--- config.mk ---
export PLATFORM = sky130hd
export DESIGN_NAME = axi4_lite_master_ctrl
export DESIGN_NICKNAME = d
export VERILOG_FILES = /design/src/rtl/axi4_lite_master_ctrl.sv
export SDC_FILE = /design/constraint.sdc
export NUM_CORES = 1
export LEC_CHECK = 0
export ABC_CLOCK_PERIOD_IN_PS = 2400
export CAP_MARGIN = 20
export CORE_MARGIN = 5
export CORE_UTILIZATION = 30
export CTS_BUF_LIST = sky130_fd_sc_hd__clkbuf_8
export CTS_CLUSTER_DIAMETER = 60
export DETAILED_ROUTE_END_ITERATION = 8
export PLACE_DENSITY = 0.56
export SYNTH_ARGS = -nofsm -noshare
export SYNTH_HDL_FRONTEND = slang
export SYNTH_SLANG_ARGS = --single-unit
--- constraint.sdc ---
create_clock -name ACLK -period 2.4 [get_ports ACLK]
set_clock_uncertainty 0.05 [all_clocks]
set_input_delay 0.24 -clock ACLK [delete_from_list [all_inputs] [get_ports ACLK]]
set_output_delay 0.24 -clock ACLK [all_outputs]
set_load 0.05 [all_outputs]
--- src/rtl/axi4_lite_master_ctrl.sv ---
// Command-driven AXI4-Lite master: runs one single-beat read or write at a time
// against a 32-register slave and reports completion, with a per-transaction watchdog.
module axi4_lite_master_ctrl #(
    parameter int ADDRESS        = 5,
    parameter int DATA_WIDTH     = 32,
    parameter int TIMEOUT_CYCLES = 64
) (
    input  logic                      ACLK,
    input  logic                      ARESETN,
    input  logic                      cmd_valid,
    output logic                      cmd_ready,
    input  logic                      cmd_write,
    input  logic [ADDRESS-1:0]        cmd_addr,
    input  logic [DATA_WIDTH-1:0]     cmd_wdata,
    output logic                      rsp_valid,
    output logic [DATA_WIDTH-1:0]     rsp_rdata,
    output logic [1:0]                rsp_resp,
    output logic [ADDRESS-1:0]        M_AWADDR,
    output logic                      M_AWVALID,
    input  logic                      M_AWREADY,
    output logic [DATA_WIDTH-1:0]     M_WDATA,
    output logic [DATA_WIDTH/8-1:0]   M_WSTRB,
    output logic                      M_WVALID,
    input  logic                      M_WREADY,
    input  logic [1:0]                M_BRESP,
    input  logic                      M_BVALID,
    output logic                      M_BREADY,
    output logic [ADDRESS-1:0]        M_ARADDR,
    output logic                      M_ARVALID,
    input  logic                      M_ARREADY,
    input  logic [DATA_WIDTH-1:0]     M_RDATA,
    input  logic [1:0]                M_RRESP,
    input  logic                      M_RVALID,
    output logic                      M_RREADY
);

    localparam int STRB_W = DATA_WIDTH / 8;
    localparam int WDOG_W = $clog2(TIMEOUT_CYCLES + 1);
    localparam logic [WDOG_W-1:0] WDOG_LAST = WDOG_W'(TIMEOUT_CYCLES - 1);
    localparam logic [WDOG_W-1:0] WDOG_ONE  = WDOG_W'(1);

    typedef enum logic [2:0] {
        ST_IDLE,
        ST_WR_REQ,
        ST_WR_RESP,
        ST_RD_REQ,
        ST_RD_DATA,
        ST_DONE
    } state_t;

    state_t                  r_state, w_stateNext;
    logic                    r_awvalid, w_awvalid;
    logic                    r_wvalid, w_wvalid;
    logic                    r_bready, w_bready;
    logic                    r_arvalid, w_arvalid;
    logic                    r_rready, w_rready;
    logic [ADDRESS-1:0]      r_awaddr, w_awaddr;
    logic [ADDRESS-1:0]      r_araddr, w_araddr;
    logic [DATA_WIDTH-1:0]   r_wdata, w_wdata;
    logic [STRB_W-1:0]       r_wstrb, w_wstrb;
    logic                    r_awDone, w_awDone;
    logic                    r_wDone, w_wDone;
    logic [WDOG_W-1:0]       r_wdog, w_wdog;
    logic                    r_rspValid, w_rspValid;
    logic [DATA_WIDTH-1:0]   r_rspRdata, w_rspRdata;
    logic [1:0]              r_rspResp, w_rspResp;

    logic w_awHs, w_wHs, w_bHs, w_arHs, w_rHs;
    logic w_timeout, w_abort;

    assign w_awHs    = r_awvalid && M_AWREADY;
    assign w_wHs     = r_wvalid  && M_WREADY;
    assign w_bHs     = r_bready  && M_BVALID;
    assign w_arHs    = r_arvalid && M_ARREADY;
    assign w_rHs     = r_rready  && M_RVALID;
    assign w_timeout = (r_wdog == WDOG_LAST);

    always_ff @(posedge ACLK or negedge ARESETN) begin
        if (!ARESETN) begin
            r_state    <= ST_IDLE;
            r_awvalid  <= 1'b0;
            r_wvalid   <= 1'b0;
            r_bready   <= 1'b0;
            r_arvalid  <= 1'b0;
            r_rready   <= 1'b0;
            r_awaddr   <= '0;
            r_araddr   <= '0;
            r_wdata    <= '0;
            r_wstrb    <= '0;
            r_awDone   <= 1'b0;
            r_wDone    <= 1'b0;
            r_wdog     <= '0;
            r_rspValid <= 1'b0;
            r_rspRdata <= '0;
            r_rspResp  <= 2'b00;
        end else begin
            r_state    <= w_stateNext;
            r_awvalid  <= w_awvalid;
            r_wvalid   <= w_wvalid;
            r_bready   <= w_bready;
            r_arvalid  <= w_arvalid;
            r_rready   <= w_rready;
            r_awaddr   <= w_awaddr;
            r_araddr   <= w_araddr;
            r_wdata    <= w_wdata;
            r_wstrb    <= w_wstrb;
            r_awDone   <= w_awDone;
            r_wDone    <= w_wDone;
            r_wdog     <= w_wdog;
            r_rspValid <= w_rspValid;
            r_rspRdata <= w_rspRdata;
            r_rspResp  <= w_rspResp;
        end
    end

    // A completing handshake is checked before the watchdog, so it wins a tie.
    always_comb begin
        w_stateNext = r_state;
        w_awvalid   = r_awvalid;
        w_wvalid    = r_wvalid;
        w_bready    = r_bready;
        w_arvalid   = r_arvalid;
        w_rready    = r_rready;
        w_awaddr    = r_awaddr;
        w_araddr    = r_araddr;
        w_wdata     = r_wdata;
        w_wstrb     = r_wstrb;
        w_awDone    = r_awDone;
        w_wDone     = r_wDone;
        w_wdog      = r_wdog;
        w_rspValid  = 1'b0;
        w_rspRdata  = r_rspRdata;
        w_rspResp   = r_rspResp;
        w_abort     = 1'b0;

        case (r_state)
            ST_IDLE: begin
                if (cmd_valid) begin
                    w_wdog   = '0;
                    w_awDone = 1'b0;
                    w_wDone  = 1'b0;
                    if (cmd_write) begin
                        w_awaddr    = cmd_addr;
                        w_wdata     = cmd_wdata;
                        w_wstrb     = '1;
                        w_awvalid   = 1'b1;
                        w_wvalid    = 1'b1;
                        w_stateNext = ST_WR_REQ;
                    end else begin
                        w_araddr    = cmd_addr;
                        w_arvalid   = 1'b1;
                        w_stateNext = ST_RD_REQ;
                    end
                end
            end
            ST_WR_REQ: begin
                w_wdog = r_wdog + WDOG_ONE;
                if (w_awHs) begin
                    w_awvalid = 1'b0;
                    w_awDone  = 1'b1;
                end
                if (w_wHs) begin
                    w_wvalid = 1'b0;
                    w_wstrb  = '0;
                    w_wDone  = 1'b1;
                end
                if ((r_awDone || w_awHs) && (r_wDone || w_wHs)) begin
                    w_bready    = 1'b1;
                    w_stateNext = ST_WR_RESP;
                end else if (w_timeout) begin
                    w_abort = 1'b1;
                end
            end
            ST_WR_RESP: begin
                w_wdog = r_wdog + WDOG_ONE;
                if (w_bHs) begin
                    w_bready    = 1'b0;
                    w_rspValid  = 1'b1;
                    w_rspRdata  = '0;
                    w_rspResp   = M_BRESP;
                    w_stateNext = ST_DONE;
                end else if (w_timeout) begin
                    w_abort = 1'b1;
                end
            end
            ST_RD_REQ: begin
                w_wdog = r_wdog + WDOG_ONE;
                if (w_arHs) begin
                    w_arvalid   = 1'b0;
                    w_rready    = 1'b1;
                    w_stateNext = ST_RD_DATA;
                end else if (w_timeout) begin
                    w_abort = 1'b1;
                end
            end
            ST_RD_DATA: begin
                w_wdog = r_wdog + WDOG_ONE;
                if (w_rHs) begin
                    w_rready    = 1'b0;
                    w_rspValid  = 1'b1;
                    w_rspRdata  = M_RDATA;
                    w_rspResp   = M_RRESP;
                    w_stateNext = ST_DONE;
                end else if (w_timeout) begin
                    w_abort = 1'b1;
                end
            end
            ST_DONE: begin
                w_stateNext = ST_IDLE;
            end
            default: begin
                w_stateNext = ST_IDLE;
            end
        endcase

        // Abort drops every AXI request line; the slave needs a reset afterwards.
        if (w_abort) begin
            w_awvalid   = 1'b0;
            w_wvalid    = 1'b0;
            w_wstrb     = '0;
            w_bready    = 1'b0;
            w_arvalid   = 1'b0;
            w_rready    = 1'b0;
            w_rspValid  = 1'b1;
            w_rspRdata  = '0;
            w_rspResp   = 2'b11;
            w_stateNext = ST_DONE;
        end
    end

    assign cmd_ready = (r_state == ST_IDLE);
    assign rsp_valid = r_rspValid;
    assign rsp_rdata = r_rspRdata;
    assign rsp_resp  = r_rspResp;
    assign M_AWADDR  = r_awaddr;
    assign M_AWVALID = r_awvalid;
    assign M_WDATA   = r_wdata;
    assign M_WSTRB   = r_wstrb;
    assign M_WVALID  = r_wvalid;
    assign M_BREADY  = r_bready;
    assign M_ARADDR  = r_araddr;
    assign M_ARVALID = r_arvalid;
    assign M_RREADY  = r_rready;

endmodule
## Word-level counts from Yosys, hierarchy flattened

Index checks and enable logic that the tools add are counted.

| storage, ports and cells | value |
|---|---|
| input port bits | 82 |
| output and inout port bits | 87 |
| word-level logic and storage cells | 123 |
| bits in registers | 98 |

| cells by class | value |
|---|---|
| multiplexer cells | 59 |
| reduce and logical (&&, ||, !) cells | 29 |
| bitwise logic cells | 1 |
| $add $sub $neg | 1 |
| equality and inequality tests | 17 |

Operators by type and width:

| operator | count |
|---|---|
| $mux W32 | 3 |
| $pmux W32 S2 | 1 |
| $mux W1 | 27 |
| $reduce_and A3 Y1 | 7 |
| $mux W3 | 6 |
| $ne A3 B3 Y1 const B | 6 |
| $mux W4 | 4 |
| $pmux W1 S2 | 8 |
| $pmux W3 S5 | 1 |
| $reduce_bool A3 Y1 | 5 |
| $pmux W7 S2 | 1 |
| $reduce_and A4 Y1 | 3 |
| $mux W2 | 4 |
| $pmux W4 S2 | 1 |
| $add A7 B1 Y7 const B | 1 |
| $eq A7 B6 Y1 const B | 1 |
| $mux W7 | 1 |
| $eq A3 B2 Y1 const B | 2 |
| $logic_and A1 B1 Y1 | 6 |
| $ne A2 B2 Y1 const B | 3 |
| $ne A3 B2 Y1 const B | 2 |
| $reduce_and A5 Y1 | 1 |
| $pmux W1 S4 | 1 |
| $pmux W2 S2 | 1 |
| 9 further kinds | 11 |

## Longest topological paths before layout

| depth | value |
|---|---|
| depth after elaboration | 7 |
| depth in mapped cells | 7 |
| depth with buffers taken out | 6 |

## Least setup slack after synthesis

No wires, ideal clock.

| timing path | value |
|---|---|
| path kind | flip-flop to flip-flop |
| start | reg, netlist name M_ARVALID |
| end | reg r_wdog[5] |
| data required time | 2,273 ps |
| path buffers | 0 |
| path slack | 422 ps |
| setup time | 77 ps |
| arrival time | 1,851 ps |
| cell stages (with the launch flop) | 6 |
| cells stage by stage | dfrtp_1 -> nand3_1 -> a32oi_2 -> a41oi_1 -> or3_1 -> a21oi_1 |

RTL lines:

| element | RTL line | RTL |
|---|---|---|
| to (signal assigned) | 109 | `r_wdog <= w_wdog;` |
| to (decl) | 63 | `logic [WDOG_W-1:0] r_wdog, w_wdog;` |

## Worst setup path after layout

| timing path | value |
|---|---|
| start | reg r_state[0] |
| end | reg r_rspRdata[0] (netlist: rsp_rdata[0]) |

| between the ends | value |
|---|---|
| cells in the longest elaborated chain, start to end | 4 |
| elaborated cells on any way between the ends | 11 |
| classes of those cells | 6 x eq/ne; 3 x mux; 2 x reduce/logical |

RTL lines:

| element | RTL line | RTL |
|---|---|---|
| from (decl) | 51 | `state_t r_state, w_stateNext;` |
| from (signal assigned) | 97 | `r_state <= w_stateNext;` |
| $eq A3 B3 Y1 (tied with other cells) | 136 | `case (r_state)` |
| $pmux W1 S4 | 136 |  |
| $ne A3 B3 Y1 (no source line) or $reduce_bool A3 Y1 (tied branches) | - |  |
| $reduce_and A3 Y1 (no source line) | - |  |
| to (signal assigned) | 111 | `r_rspRdata <= w_rspRdata;` |
| to (decl) | 65 | `logic [DATA_WIDTH-1:0] r_rspRdata, w_rspRdata;` |

Several ways; a longest one is shown, not always the timed one.
A chain may end at the register's enable or synchronous reset.

==> reports/results.ini <==
[floorplan]
die_h_um=127
core_sq_um=13300
die_width_um=127
start_util=0.308
die_area_sq_um=16100
row_count=42
io_pins=169

[logic_synthesis]
syn_area_sq_um=4110
synth_top_cell_area_share=0.572
synth_seq_area_share=0.572
synth_cells=360
async_reset_ff_frac=1.00
yosys-top-cells-area=dfrtp_1, mux2_2, nand2_1, o21ai_2, a21oi_1
yosysWarningCount=0
synth_common_cells=dfrtp_1, nand2_1, mux2_2, o21ai_2, nor2_1
yosys.area.top_type=dfrtp_1
synth_fp_nets=443
synth_area_per_cell_sq_um=11.4
yosysMostFrequentCell=dfrtp_1
synth_edf_count=0
synthFlopType=dfrtp_1
ys_ff_latch=94
ys_types=40

[global_route]
grt_pass1_vias=3484
grt_antenna_before_repair=0
grt_max_degree=53
grt-ovfl-total=0
track_usage=0.140
grt_first_pass_wirelength_um=17900

[power]
total_leakage_power_nw=2.60
p_sw_frac=0.475
pwr-share-clk=0.125
cellPowerDensity_nw_per_um2=1400
power_w=0.00873
cellInternalPower_w=0.00458
comb_power_share=0.576
power.switching_w=0.00415
ir_worst_vdd_mv=0.650
seqPwrFrac=0.299

[clock_network]
numClockSinks=94
cts.clk_slew.worst_paths_ps=90
ctsHoldBuffers=1
cts_tree=built
cts_buffers=9
cts_max_level=3
clockBufferDepth=2
clock_latency_ps=370
cts_resized=0
cts_setup_buffers=0
root_buffer=clkbuf_8

[route]
wirelength_um=11100
drc=0
ant_nets=0
vias_per_cell=4.63
drt-initial-drc-count=125
num_vias=3298
dr.pass1.iters=4
wl_per_cell_um=15.7

[worst_setup_path]
slowest_delay_ps=510
critPathCaptureType=flip-flop
crit_required_ps=2610
cp_max_fo=22
worstPathCellList=or2_2, xnor2_1, a2111o_1, nand2_4, buf_12, o21ai_1
reg2reg_from=r_state[0]
crit_arrival_ps=2330
critPathKind=reg -> reg
r2r_end=rsp_rdata[0]
worstRegToRegCells=6
cp_slowest_cell=dfrtp_1
rrSetupSlack_ps=280
cp-start-kind=flip-flop

[placed_design]
placement.io_buffers=168
gp_congestion=0.739
dpl_cell_area_sq_um=6030
post-dp-hpwl_um=8220
place_inst=695

[layout]
fin_util=0.468
area_growth_pct=51.9
final-instance-count-excl-fill=712
final_area_sq_um=6240
n_antenna_cell=0
nets=614
drive_gt1_frac=0.207

[timing]
period_minus_slack_ps=2120
grt_setup_unrepaired=no
finalCritPeriodShare=0.883
finalMaxSlewViolations=0
hold_viol=0
worst_pin_slew_ps=582
finalSetupTns_ps=0
fmax_mhz=472
slew_headroom=0.612
setup_viol=0

[worst_hold_path]
hp-class=in -> async

[job]
cap_violations=0

[run_status]
status=finished clean

==> sequential cells by signal, summed over array words and instances (netlist names), 2 cells and up <==
signal,flops
M_AWADDR,5
rsp_rdata,32
M_WDATA,32
M_ARADDR,5
rsp_resp,2
r_state,3
r_wdog,7
==> kinds of logic (layout without fill, tap and decap cells) <==
| group | count (synthesis) | in the layout | share of synthesized area |
|---|---|---|---|
| xor gates and xnor gates | 5 | 5 | 0.0107 |
| buffers and inverters | 25 | 201 | 0.0377 |
| and+or+nand+nor | 124 | 124 | 0.138 |
| adders and majority gates | 1 | 1 | 0.00304 |
| AOI/OAI and AO/OA | 69 | 69 | 0.123 |
| DFF | 94 | 94 | 0.572 |
| muxes | 42 | 42 | 0.115 |
==> worst max-delay path, delay by kind of cell, from the launching register on <==
kind                   cells  cell delay (ps)
flip-flops                 1              510
XOR/XNOR                   1              170
buffers and inverters      1              190
AND/OR/NAND/NOR            2              540
AO/OA/AOI/OAI              2              540
==> metrics by stage <==
step | setup WS, ps | hold WS [ps]
finish | 281 | 344
global route | 77.2 | 328
CTS | 289 | 334
detailed placement | 196 | 225
global placement | 238 | 225
floorplan | 422 | -106
==> per-layer routing <==
layer / track usage / routed length (um) / vias up
met3: 0.0555 / 849 / 18
met1: 0.164 / 4530 / 1599
li1: - / - / 1577
met2: 0.229 / 5460 / 104
met5: 0 / 0 / -
met4: 0.0568 / 303 / 0
==> placed cells by master, fill, tap and decap left out, types with 6 or more instances in the layout <==
cell type        count
a21oi_1             12
nor2_1              13
nand2_1             77
mux2_2              42
clkdlybuf4s50_1    166
buf_4               11
o21ai_0             11
nand3_1              6
clkbuf_8            11
dfrtp_1             94
o21ai_2             29
==> power groups by stage <==
stage          combinational [W]  clock [W]  sequential, W
5_1_grt                  0.00529    0.00121        0.00270
2_1_floorplan            0.00150          0        0.00465
4_1_cts                  0.00507    0.00114        0.00261
3_3_place_gp             0.00503          0        0.00261
3_5_place_dp             0.00507          0        0.00263
6_report                 0.00502    0.00109        0.00261
==> area by class of cell <==
| type | count | area [sq um] |
|---|---|---|
| sequential | 94 | 2350 |
| inverter | 2 | 7.51 |
| timing repair buffer | 183 | 1850 |
| clock buffer | 11 | 151 |
| multi-input combinational | 241 | 1610 |
| tap | 176 | 220 |
| fill | 1248 | 7100 |
| clock inverter | 5 | 50.0 |
==> how the worst max path moves through the flow <==
stage	to	slack, ps	depth (start not counted)	from
floorplan	r_wdog[5]	420	5	M_ARVALID
global placement	rsp_rdata[2]	240	7	M_AWREADY
detailed placement	r_wdog[3]	200	7	M_ARREADY
CTS	r_wdog[3]	290	6	r_state[0]
global route	r_wdog[2]	80	6	r_state[0]
finish	rsp_rdata[0]	280	6	r_state[0]
Power figures use the tool's default switching activity.
